`config.mk`:
```
export PLATFORM = sky130hd
export DESIGN_NAME = stream_serializer
export DESIGN_NICKNAME = d
export VERILOG_FILES = /design/src/rtl/stream_serializer.sv
export SDC_FILE = /design/constraint.sdc
export NUM_CORES = 1
export LEC_CHECK = 0
export ABC_AREA = 1
export CAP_MARGIN = 0
export CORE_ASPECT_RATIO = 0.7
export CORE_MARGIN = 2
export CORE_UTILIZATION = 45
export DETAILED_ROUTE_END_ITERATION = 6
export PLACE_DENSITY = 0.64
export SLEW_MARGIN = 30
export SYNTH_ARGS = -nofsm -noshare
export SYNTH_HDL_FRONTEND = slang
export SYNTH_SLANG_ARGS = --single-unit
```
`constraint.sdc`:
```
create_clock -name clk -period 3.2 [get_ports clk]
set_clock_uncertainty 0.1 [all_clocks]
set_input_delay 0.64 -clock clk [delete_from_list [all_inputs] [get_ports clk]]
set_output_delay 0.64 -clock clk [all_outputs]
set_load 0.01 [all_outputs]
```
`src/rtl/stream_serializer.sv`:
```
// stream_serializer: wide-to-narrow stream transmitter, least-significant beat first.
// A one-item pending buffer keeps i_ready a plain register output without bubbles.
module stream_serializer #(
    parameter int W = 8,
    parameter int K = 4
) (
    input  logic           clk,
    input  logic           rst,
    input  logic           clk_en,
    input  logic           i_valid,
    output logic           i_ready,
    input  logic [W*K-1:0] i,
    output logic           o_valid,
    input  logic           o_ready,
    output logic [W-1:0]   o,
    output logic           o_last
);
    localparam int CW = (K > 1) ? $clog2(K) : 1;
    localparam logic [CW-1:0] CNT_LAST = CW'(K - 1);

    logic [W*K-1:0] sh;
    logic [W*K-1:0] pend;
    logic [CW-1:0]  cnt;
    logic           pend_valid;
    logic           enq;
    logic           beat;
    logic           frees;

    assign i_ready = ~pend_valid;
    assign o       = sh[W-1:0];
    assign o_last  = o_valid && (cnt == CNT_LAST);

    // frees: the shift register is empty or its last beat leaves this cycle
    always_comb begin
        enq   = clk_en && i_valid && i_ready;
        beat  = clk_en && o_valid && o_ready;
        frees = clk_en && (!o_valid || (beat && o_last));
    end

    always_ff @(posedge clk or negedge rst) begin
        if (!rst) begin
            sh         <= '0;
            pend       <= '0;
            cnt        <= '0;
            pend_valid <= 1'b0;
            o_valid    <= 1'b0;
        end else begin
            if (frees && pend_valid) begin
                sh         <= pend;
                cnt        <= '0;
                o_valid    <= 1'b1;
                pend_valid <= 1'b0;
            end else if (frees && enq) begin
                sh      <= i;
                cnt     <= '0;
                o_valid <= 1'b1;
            end else if (frees) begin
                o_valid <= 1'b0;
            end else if (beat) begin
                sh  <= sh >> W;
                cnt <= cnt + 1'b1;
            end
            // pend_valid is never set here while it is also being cleared above
            if (enq && !frees) begin
                pend       <= i;
                pend_valid <= 1'b1;
            end
        end
    end
endmodule

```
# [After elaboration in Yosys (flattened, before gate mapping)]
# Cells that the tools add are included.
[totals] regBits=68 inputBits=37 out_inout_bits=11 wordCells=39
[classes] addsub=1 n_eq_ne=2 n_mux=13 bitwise_logic=1 n_reduce_logical=17
[ops] cell="$mux W32" count=4
[ops] cell="$logic_and A1 B1 Y1" count=10
[ops] cell="$mux W2" count=4
[ops] cell="$reduce_bool A3 Y1" count=2
[ops] cell="$mux W1" count=5
[ops] cell="$ne A3 B1 Y1 const B" count=1
[ops] cell="$add A2 B1 Y2 const B" count=1
[ops] cell="$eq A2 B2 Y1 const B" count=1
[ops] cell="$logic_not A1 Y1" count=2
[ops] cell="$reduce_and A2 Y1" count=1
[ops] cell="$reduce_bool A2 Y1" count=1
[ops] cell="$logic_or A1 B1 Y1" count=1
[ops] cell="$not A1 Y1" count=1

# [Longest topological paths before layout]
# Gate-level depths: netlist of run 1.
[depth] word_depth=8 depth_mapped=9 depth_no_buf=8

# [Least setup slack after synthesis of run 1]
# OpenSTA, ideal clock, no wires.
[synth_path] path_kind="input to register" startpoint="in o_ready" endpoint="reg sh[14]" setup_ps=117 arrival_time_ps=1517 required_ps=2983 slack_ps=1465 cell_stages=7 n_path_buf=1 cell_sequence="nand2_1 > nand2_2 > nand3_2 > clkbuf_1 > nand3_1 > nand3_1 > nand2_1"
[synth_via] elab_chain_cells=7 elab_cells_between_ends=11 classes_between="1 x eq/ne; 2 x mux; 8 x reduce/logical"
[synth_lines] element="from (decl)" line_no="14" text="input logic o_ready,"
[synth_lines] element="$logic_and A1 B1 Y1 *" line_no="36" text="beat = clk_en && o_valid && o_ready;"
[synth_lines] element="$logic_and A1 B1 Y1" line_no="37" text="frees = clk_en && (!o_valid || (beat && o_last));"
[synth_lines] element="$logic_or A1 B1 Y1" line_no="37"
[synth_lines] element="$logic_and A1 B1 Y1" line_no="37"
[synth_lines] element="$logic_and A1 B1 Y1 (on tied branches)" line_no="48, 53"
[synth_lines] element="$ne A3 B1 Y1 (no source line), or another cell as far along"
[synth_lines] element="$reduce_and A2 Y1 (no source line) or $mux W32 (tied branches)"
[synth_lines] element="to (signal assigned)" line_no="49" text="sh <= pend;"
[synth_lines] element="to (signal assigned)" line_no="54" text="sh <= i;"
[synth_lines] element="to (signal assigned)" line_no="60" text="sh <= sh >> W;"
[synth_lines] element="to (decl)" line_no="21" text="logic [W*K-1:0] sh;"
# Every way passes the cells marked *; elsewhere a longest branch is shown, timed or not.
# A chain may end at the register's enable or synchronous reset.

# [Worst setup path in the final report of run 1]
[layout_path] startpoint="in clk_en" endpoint="reg sh[16]"
[layout_via] elab_chain_cells=8 elab_cells_between_ends=14 classes_between="1 x eq/ne; 2 x mux; 11 x reduce/logical"
[layout_lines] element="from (decl)" line_no="9" text="input logic clk_en,"
[layout_lines] element="$logic_and A1 B1 Y1 (2 in series)" line_no="36"
[layout_lines] element="$logic_and A1 B1 Y1" line_no="37"
[layout_lines] element="$logic_or A1 B1 Y1" line_no="37"
[layout_lines] element="$logic_and A1 B1 Y1" line_no="37"
[layout_lines] element="$logic_and A1 B1 Y1 (on tied branches)" line_no="48, 53"
[layout_lines] element="$ne A3 B1 Y1 (no source line), or another cell as far along"
[layout_lines] element="$reduce_and A2 Y1 (no source line) or $mux W32 (tied branches)"
# Parallel ways exist; a longest one is shown, timed or not.

==> results.py, run 1 <==
metrics = {
    "routing": {
        "wl_per_cell_um": 14.51,
        "viasPerCell": 5.039,
        "drt_iter0_drc": 249,
        "vias": 2842,
        "drt_wl_total_mm": 8.183,
        "drtAntennaViolNets": 0,
        "drc": 0,
        "firstDrtPassIters": 4,
    },
    "clock_network": {
        "path_clk_slew_ps": 70,
        "cts_buffers": 9,
        "insertion_delay_ps": 340,
        "cts_resized": 0,
        "cts_hold_buf": 0,
        "postCtsSetupRepairBufs": 0,
        "cts_max_level": 3,
        "clock_path_buffers": 2,
        "clock_tree.root_cell": "clkbuf_8",
        "numClockSinks": 68,
        "cts_tree": "built",
    },
    "run": {
        "max-cap-violations": 0,
    },
    "power_and_ir_drop": {
        "vdd_ir_drop_max_mv": 0.3977,
        "powerDensity_nw_per_um2": 815.0,
        "clkPwrFrac_pct": 23.5,
        "p_leak_nw": 1.997,
        "power.total_mw": 3.272,
        "switching_share_pct": 35.87,
        "power_switching_mw": 1.174,
        "power_frac_comb_pct": 33.3,
        "p_seq_share_pct": 43.2,
        "p_int_mw": 2.099,
    },
    "placement": {
        "portBuffers": 47,
        "hpwlAfterDp_mm": 5.390,
        "dpl_cell_area_sq_um": 3800,
        "gp_congestion": 0.7960,
    },
    "synthesis": {
        "synth_commonest_cells": "167 x nand2_1, 88 x nand3_1, 68 x dfrtp_1, 28 x inv_1, 20 x o21ai_0",
        "synthAdderAreaFrac_pct": 0.3755,
        "synth_xor_area_share_pct": 0.2629,
        "yosysWarnings": 0,
        "synthesis.area_sq_um": 3332,
        "synth_cells": 426,
        "synth_top_area_share_pct": 51.07,
        "synth-edff-count": 0,
        "synth_simple_gate_area_share_pct": 34.74,
        "ys_top_cells_by_area": "dfrtp_1 51%, nand2_1 19%, nand3_1 13%",
        "synth.ff_latch_count": 68,
        "seq_area_frac_synth_pct": 51.07,
        "synth_top_family_by_area": "simple AND/OR/NAND/NOR gates",
        "syn_nets": 464,
        "synthDistinctLibCells": 21,
        "muxShareOfSynthArea_pct": 0,
        "yosysMostFrequentCell": "nand2_1",
        "syn_area_per_cell_sq_um": 7.821,
        "synth_compound_area_share_pct": 3.905,
        "synthFlopType": "dfrtp_1",
        "async_reset_ff_share_pct": 100.0,
        "yosysTopAreaCell": "dfrtp_1",
    },
    "floorplan": {
        "die_h_um": 76.00,
        "dieArea_sq_um": 8120,
        "initial_core_util_pct": 46.14,
        "die_x_um": 106.8,
        "rows": 26,
        "pin_count": 48,
        "core_sq_um": 7222,
    },
    "global_routing": {
        "grt_remaining_overflow": 0,
        "grtUsageTotal_pct": 21.48,
        "antenna_found_initial": 0,
        "grt_pass1_wl_mm": 13.66,
        "grt_max_degree": 35,
        "grt_pass1_vias": 2796,
    },
    "worst_setup_path": {
        "arrival_ps": 2570,
        "crit_chain": "clkdlybuf4s50_1 -> nand2_1 -> nor2_4 -> nand2_4 -> buf_4 -> nand3_2 -> nand3_1 -> nand2_1",
        "path_buf_inv": 2,
        "worst_path_most_repeated_cell": "nand2_1",
        "worst_r2r_endpoint": "sh[16]",
        "critPathKind": "input port to flop",
        "rr_startpoint": "cnt[0]",
        "cp.required_ps": 3330,
        "cpPeakStageDelay_ps": 510,
        "cp-start-kind": "input port",
        "crit_path_end_kind": "flop",
        "worst_path_max_delay_cell": "clkdlybuf4s50_1",
        "critical-path-top-delay-family": "simple AND/OR/NAND/NOR gates",
        "reg2reg_depth": 8,
        "reg2reg_slack_ps": 960,
        "cp_max_fo": 25,
    },
    "timing": {
        "slew_violations": 0,
        "relSlewSlack_pct": 46.88,
        "holdWs_ps": 238.6,
        "layout_worst_path_cycle_share_pct": 76.19,
        "period_minus_slack_ps": 2438,
        "hold_violations": 0,
        "rsz0062_at_grt": "no",
        "tightest_slew_ps": 794.9,
        "fin_setup_tns_ps": 0,
        "setup_viol": 0,
        "fmax_ghz": 0.4102,
    },
    "finish": {
        "diodes": 0,
        "nets": 499,
        "num-fill-cells": 690,
        "areaGrowthSynthToFinish_pct": 20.50,
        "final_area_sq_um": 4015,
        "layout-drive-gt1-share_pct": 7.940,
    },
    "run_status": {
        "status": "complete, no violations",
    },
    "hold_path": {
        "hold_path.class": "input port to asynchronous set/reset pin",
    },
}
==> worst max-delay path by stage <==
stage / depth (start not counted) / to / startpoint
4_1_cts: 8 / sh[16] / clk_en
3_5_place_dp: 8 / sh[16] / clk_en
2_1_floorplan: 7 / sh[14] / o_ready
6_report: 8 / sh[16] / clk_en
3_3_place_gp: 8 / sh[16] / clk_en
5_1_grt: 8 / sh[19] / clk_en
==> cells by family (layout without fill, tap and decap cells) <==
kind of cell / after synthesis / count (layout)
DFF: 68 / 68
AOI/OAI and AO/OA: 26 / 26
buffers and inverters: 63 / 103
xor gates and xnor gates: 1 / 1
adders and majority gates: 1 / 1
and+or+nand+nor: 267 / 267
==> cells in the final DEF (no fill, tap or decap), drive strengths merged <==
cell type      count
bufinv             2
dfrtp             68
nand3             90
nor2               6
o21ai             25
nand2            170
clkinvlp           1
clkbuf             9
inv               31
nand4              1
clkdlybuf4s50     46
xor2               1
ha                 1
clkinv             4
buf               10
a21oi              1
==> state kept, by name (all words and copies together) (netlist names) <==
register / count
pend: 32
o_valid: 1
pend_valid: 1
sh: 32
cnt: 2
==> power by group through the flow <==
stage	logic [mW]	clock network, mW	registers [mW]
2_1_floorplan	0.802	0	1.36
3_3_place_gp	1.06	0	1.41
3_5_place_dp	1.10	0	1.42
4_1_cts	1.10	0.789	1.41
5_1_grt	1.25	0.824	1.45
6_report	1.09	0.770	1.41
==> area by class of cell <==
cell class / count / area, sq um / share of cell area [%]
clock buffer: 9 / 123.9 / 3.085
tap: 98 / 122.6 / 3.054
sequential: 68 / 1702 / 42.38
inverter: 31 / 116.4 / 2.898
multi-input combinational: 295 / 1314 / 32.72
clock inverter: 7 / 91.34 / 2.275
timing repair buffer: 56 / 545.5 / 13.59
==> stage by stage <==
| step | worst slack, ps | instances | utilization [%] |
|---|---|---|---|
| floorplan | 1465 | 426 | - |
| global placement | 492.1 | 548 | 52.62 |
| detailed placement | 428.8 | 548 | 52.62 |
| CTS | 794.0 | 564 | 55.60 |
| global route | 639.4 | 564 | 55.60 |
| finish | 761.9 | 564 | 55.60 |
==> per-layer routing <==
metal | GRT usage (%) | wire, um | share of wire (%) | up-vias
li1 | - | - | - | 1417
met1 | 30.93 | 4025 | 49 | 1347
met2 | 32.10 | 3639 | 44 | 71
met3 | 5.817 | 438 | 5.4 | 7
met4 | 5.974 | 79 | 0.97 | 0
met5 | 0 | 0 | 0 | -
Note: power is estimated with default switching activity, not from simulation.
==> run 2: changes to the inputs <==
Settings changed: PLACE_DENSITY 0.64 to 0.67.
Clock period 3.2 ns to 2.1 ns, I/O delays scaled along.
==> run 2 against run 1 <==
Effect of this change: the run now ends with hold timing left; clock-buffer cell count stayed put; sequential cell count did not move; global-route usage is 0.43 points lower; critical endpoint is now i_ready; largest cell class unchanged; highest routed layer unchanged.
==> results.py, run 2 (synthesis results as in run 1) <==
metrics = {
    "floorplan": {
        "die_h_um": 76.00,
        "pin_count": 48,
        "core_sq_um": 7222,
        "initial_core_util_pct": 46.14,
        "die_x_um": 106.8,
        "rows": 26,
        "dieArea_sq_um": 8120,
    },
    "global_routing": {
        "antenna_found_initial": 0,
        "grt_pass1_vias": 2821,
        "grt_remaining_overflow": 0,
        "gr-usage-met2_pct": 28.73,
        "grt_pass1_wl_mm": 13.55,
        "top_usage_layer": "met1",
        "use_met1_pct": 32.36,
        "grt_max_degree": 69,
        "grt_util_met3_pct": 6.245,
        "grtUsageTotal_pct": 21.05,
    },
    "worst_setup_path": {
        "critPathKind": "flop to output port",
        "cp.required_ps": 1580,
        "arrival_ps": 1400,
        "cp_max_fo": 5,
        "cp-start-kind": "flop",
        "crit_path_end_kind": "output port",
    },
    "timing": {
        "slew_violations": 0,
        "fin_setup_tns_ps": 0,
        "period_minus_slack_ps": 1919,
        "holdWs_ps": -31.72,
        "rsz0062_at_grt": "no",
        "fmax_ghz": 0.5211,
        "relSlewSlack_pct": 74.75,
        "layout_worst_path_cycle_share_pct": 91.38,
        "tightest_slew_ps": 378.7,
        "setup_viol": 0,
        "hold_violations": 16,
    },
    "finish": {
        "diodes": 0,
        "largest_registers": "pend: 32 flops, sh: 32 flops, cnt: 2 flops",
        "areaGrowthSynthToFinish_pct": 25.84,
        "fin_cells": 574,
        "final_area_sq_um": 4193,
        "nets": 509,
        "layout-drive-gt1-share_pct": 9.874,
        "final_common_cell": "nand2_1",
        "layout_common_cells": "167 x nand2_1, 88 x nand3_1, 68 x dfrtp_1",
    },
    "routing": {
        "drc": 0,
        "drtAntennaViolNets": 0,
        "drt_iter0_drc": 269,
        "wl_per_cell_um": 13.65,
        "vias": 2893,
        "viasPerCell": 5.040,
        "drt_wl_total_mm": 7.837,
        "firstDrtPassIters": 5,
    },
    "placement": {
        "portBuffers": 47,
        "gp_congestion": 0.8060,
        "hpwlAfterDp_mm": 5.122,
        "post-place-cells": 558,
        "dpl_cell_area_sq_um": 3975,
    },
    "run_status": {
        "violations": "hold timing",
        "status": "finished with violations",
    },
    "clock_network": {
        "cts_max_level": 3,
        "clock_tree.root_cell": "clkbuf_8",
        "postCtsSetupRepairBufs": 0,
        "insertion_delay_ps": 330,
        "cts_buffers": 9,
        "clock_path_buffers": 2,
        "path_clk_slew_ps": 70,
        "numClockSinks": 68,
        "cts_tree": "built",
    },
    "power_and_ir_drop": {
        "powerDensity_nw_per_um2": 1219,
        "p_leak_nw": 2.098,
        "vdd_ir_drop_max_mv": 0.5557,
    },
    "run": {
        "max-cap-violations": 0,
    },
    "hold_path": {
        "hold_path.class": "input port to asynchronous set/reset pin",
    },
}
-- run 2: stage by stage --
stage	utilization (%)	total power, mW	hold slack [ps]	worst slack [ps]
after global routing	58.06	5.512	12.80	117.2
after global placement	55.04	3.918	358.9	148.1
after floorplan	-	3.302	24.41	424.8
final	58.06	5.112	-31.72	181.0
after detailed placement	55.04	3.957	359.8	126.2
after CTS	58.02	5.143	3.051	40.56
-- run 2: path summary, 6_finish.rpt --
check / cells past startpoint / endpoint / slack, ps / from
max: 2 / i_ready / 180 / pend_valid
min: 2 / pend[31] / -30 / rst
max reg2reg: 10 / sh[2] / 340 / cnt[0]
min reg2reg: 2 / pend[31] / 370 / pend[31]
max in group asynchronous: 2 / sh[11] / 1600 / rst
min in group clk: 2 / pend[31] / 370 / pend[31]
-- run 2: where the power goes --
part           internal (mW)  switching (mW)  total (mW)  leakage, nW
Sequential              1.87           0.281        2.15        0.872
Clock                  0.664           0.503        1.17        0.109
Combinational          0.791            1.01        1.80         1.12
-- run 2: worst max-delay path, stage by stage, from the launching register on --
cell	delay (ps)
dfrtp_1	460
inv_1	80
clkdlybuf4s50_1	530
-- run 2: area by class of cell --
| type | count | area, sq um |
|---|---|---|
| repair buffers | 66 | 723.2 |
| clock buffers | 9 | 123.9 |
| fillers | 670 | 3029 |
| flip-flops and latches | 68 | 1702 |
| multi-input cells | 295 | 1314 |
| inverters | 31 | 116.4 |
| clock inverters | 7 | 91.34 |
| well taps | 98 | 122.6 |
-- run 2: what timing repair did --
item	4_1_cts	5_1_grt
resized for setup	0	1
hold buffers	0	0
setup endpoints to repair	0	1
-- run 2: routing by layer --
| metal | share of wire, % | vias to the layer above |
|---|---|---|
| met5 | 0 | - |
| met4 | 0.80 | 0 |
| met3 | 6.8 | 7 |
| met2 | 40 | 93 |
| met1 | 52 | 1356 |
| li1 | - | 1437 |
==> run 3: changes to the inputs <==
Settings changed: CTS_BUF_LIST set to sky130_fd_sc_hd__clkbuf_16.
==> run 3 against run 2 <==
Effect of this change: the flow still finishes with violations (hold timing); combinational power about the same; setup slack better by 12 ps; cell count unchanged; clock power up 37%; design area up 2.4%; total power up 8.5%; routed wire length up 1.4%; global-route usage up 0.37 points; critical endpoint unchanged; largest cell class unchanged.
==> results.py, run 3 (synthesis results as in run 1) <==
metrics = {
    "clock_network": {
        "clock_path_buffers": 2,
        "numClockSinks": 68,
        "cts_tree": "built",
        "insertion_delay_ps": 330,
        "cts_hold_buf": 0,
        "cts_buffers": 9,
        "cts_max_level": 3,
        "path_clk_slew_ps": 50,
        "cts_resized": 0,
        "clock_tree.root_cell": "clkbuf_16",
        "postCtsSetupRepairBufs": 0,
    },
    "hold_path": {
        "hold_path.class": "input port to asynchronous set/reset pin",
    },
    "timing": {
        "fmax_ghz": 0.5245,
        "relSlewSlack_pct": 75.51,
        "fin_setup_tns_ps": 0,
        "tightest_slew_ps": 367.4,
        "slew_violations": 0,
        "setup_viol": 0,
        "layout_worst_path_cycle_share_pct": 90.80,
        "rsz0062_at_grt": "no",
        "period_minus_slack_ps": 1907,
        "holdWs_ps": -7.766,
        "hold_violations": 8,
    },
    "routing": {
        "drt_iter0_drc": 289,
        "firstDrtPassIters": 5,
        "drt_wl_total_mm": 7.948,
        "drc": 0,
        "wl_per_cell_um": 13.85,
        "viasPerCell": 5.061,
        "drtAntennaViolNets": 0,
        "vias": 2905,
    },
    "worst_setup_path": {
        "cp-start-kind": "flop",
        "cp.required_ps": 1580,
        "reg2reg_slack_ps": 360,
        "crit_path_end_kind": "output port",
        "reg2reg_depth": 10,
        "cp_max_fo": 5,
        "arrival_ps": 1390,
        "critPathKind": "flop to output port",
    },
    "finish": {
        "layout-drive-gt1-share_pct": 9.874,
        "areaGrowthSynthToFinish_pct": 28.88,
        "utilization_pct": 59.46,
        "final_common_cell": "nand2_1",
        "largest_registers": "pend: 32 flops, sh: 32 flops, cnt: 2 flops",
        "num-fill-cells": 654,
        "layout_common_cells": "167 x nand2_1, 88 x nand3_1, 68 x dfrtp_1",
        "diodes": 0,
        "nets": 509,
    },
    "global_routing": {
        "antenna_found_initial": 0,
        "grt_max_degree": 69,
        "grt_pass1_vias": 2830,
        "grt_pass1_wl_mm": 13.70,
        "grtUsageTotal_pct": 21.42,
        "grt_remaining_overflow": 0,
    },
    "run_status": {
        "violations": "hold timing",
        "status": "finished with violations",
    },
    "floorplan": {
        "die_x_um": 106.8,
        "core_sq_um": 7222,
        "rows": 26,
        "die_h_um": 76.00,
        "dieArea_sq_um": 8120,
        "initial_core_util_pct": 46.14,
        "pin_count": 48,
    },
    "power_and_ir_drop": {
        "powerDensity_nw_per_um2": 1292,
        "p_leak_nw": 2.145,
        "vdd_ir_drop_max_mv": 0.6189,
    },
    "run": {
        "max-cap-violations": 0,
    },
    "placement": {
        "hpwlAfterDp_mm": 5.122,
        "portBuffers": 47,
        "gp_congestion": 0.8060,
    },
}
run 3: changes by cell type in the layout (fill, tap and decap cells not counted):
cell       change
clkbuf_16      +9
clkbuf_8       -9
run 3: per-stage QoR:
stage	std cells	cell area, sq um	power, mW	setup WS, ps
6_report	574	4294	5.547	193.2
3_3_place_gp	558	3975	3.918	148.1
3_5_place_dp	558	3975	3.957	126.2
4_1_cts	574	4292	5.585	55.10
5_1_grt	574	4294	5.955	140.6
2_1_floorplan	426	3332	3.302	424.8
run 3: worst paths after layout:
path,startpoint,to
setup / recovery,pend_valid,i_ready
min in group clk,pend[26],pend[26]
hold / removal,rst,pend[28]
setup reg to reg,cnt[0],sh[10]
max in group asynchronous,rst,sh[29]
hold reg to reg,pend[26],pend[26]
run 3: worst max-delay path: stages, from the launching register on:
cell	delay [ps]
dfrtp_1	450
inv_1	80
clkdlybuf4s50_1	530
run 3: layout make-up:
class	count	area (sq um)	area share, %
clock buffers	9	225.2	5.245
clock inverters	7	91.34	2.127
inverters	31	116.4	2.710
multi-input cells	295	1314	30.59
flip-flops and latches	68	1702	39.63
well taps	98	122.6	2.855
repair buffers	66	723.2	16.84
run 3: power breakdown:
part	internal, mW	switching, mW	total [mW]
Sequential	1.87	0.284	2.15
Combinational	0.791	1.01	1.80
Clock	1.03	0.561	1.60
run 3: metal layers:
layer | global-route usage, % | part of all wire (%) | up-vias
met4 | 5.065 | 0.91 | 0
met2 | 29.24 | 42 | 109
met1 | 32.55 | 50 | 1348
met3 | 7.528 | 7.6 | 9
met5 | 0 | 0 | -
li1 | - | - | 1439
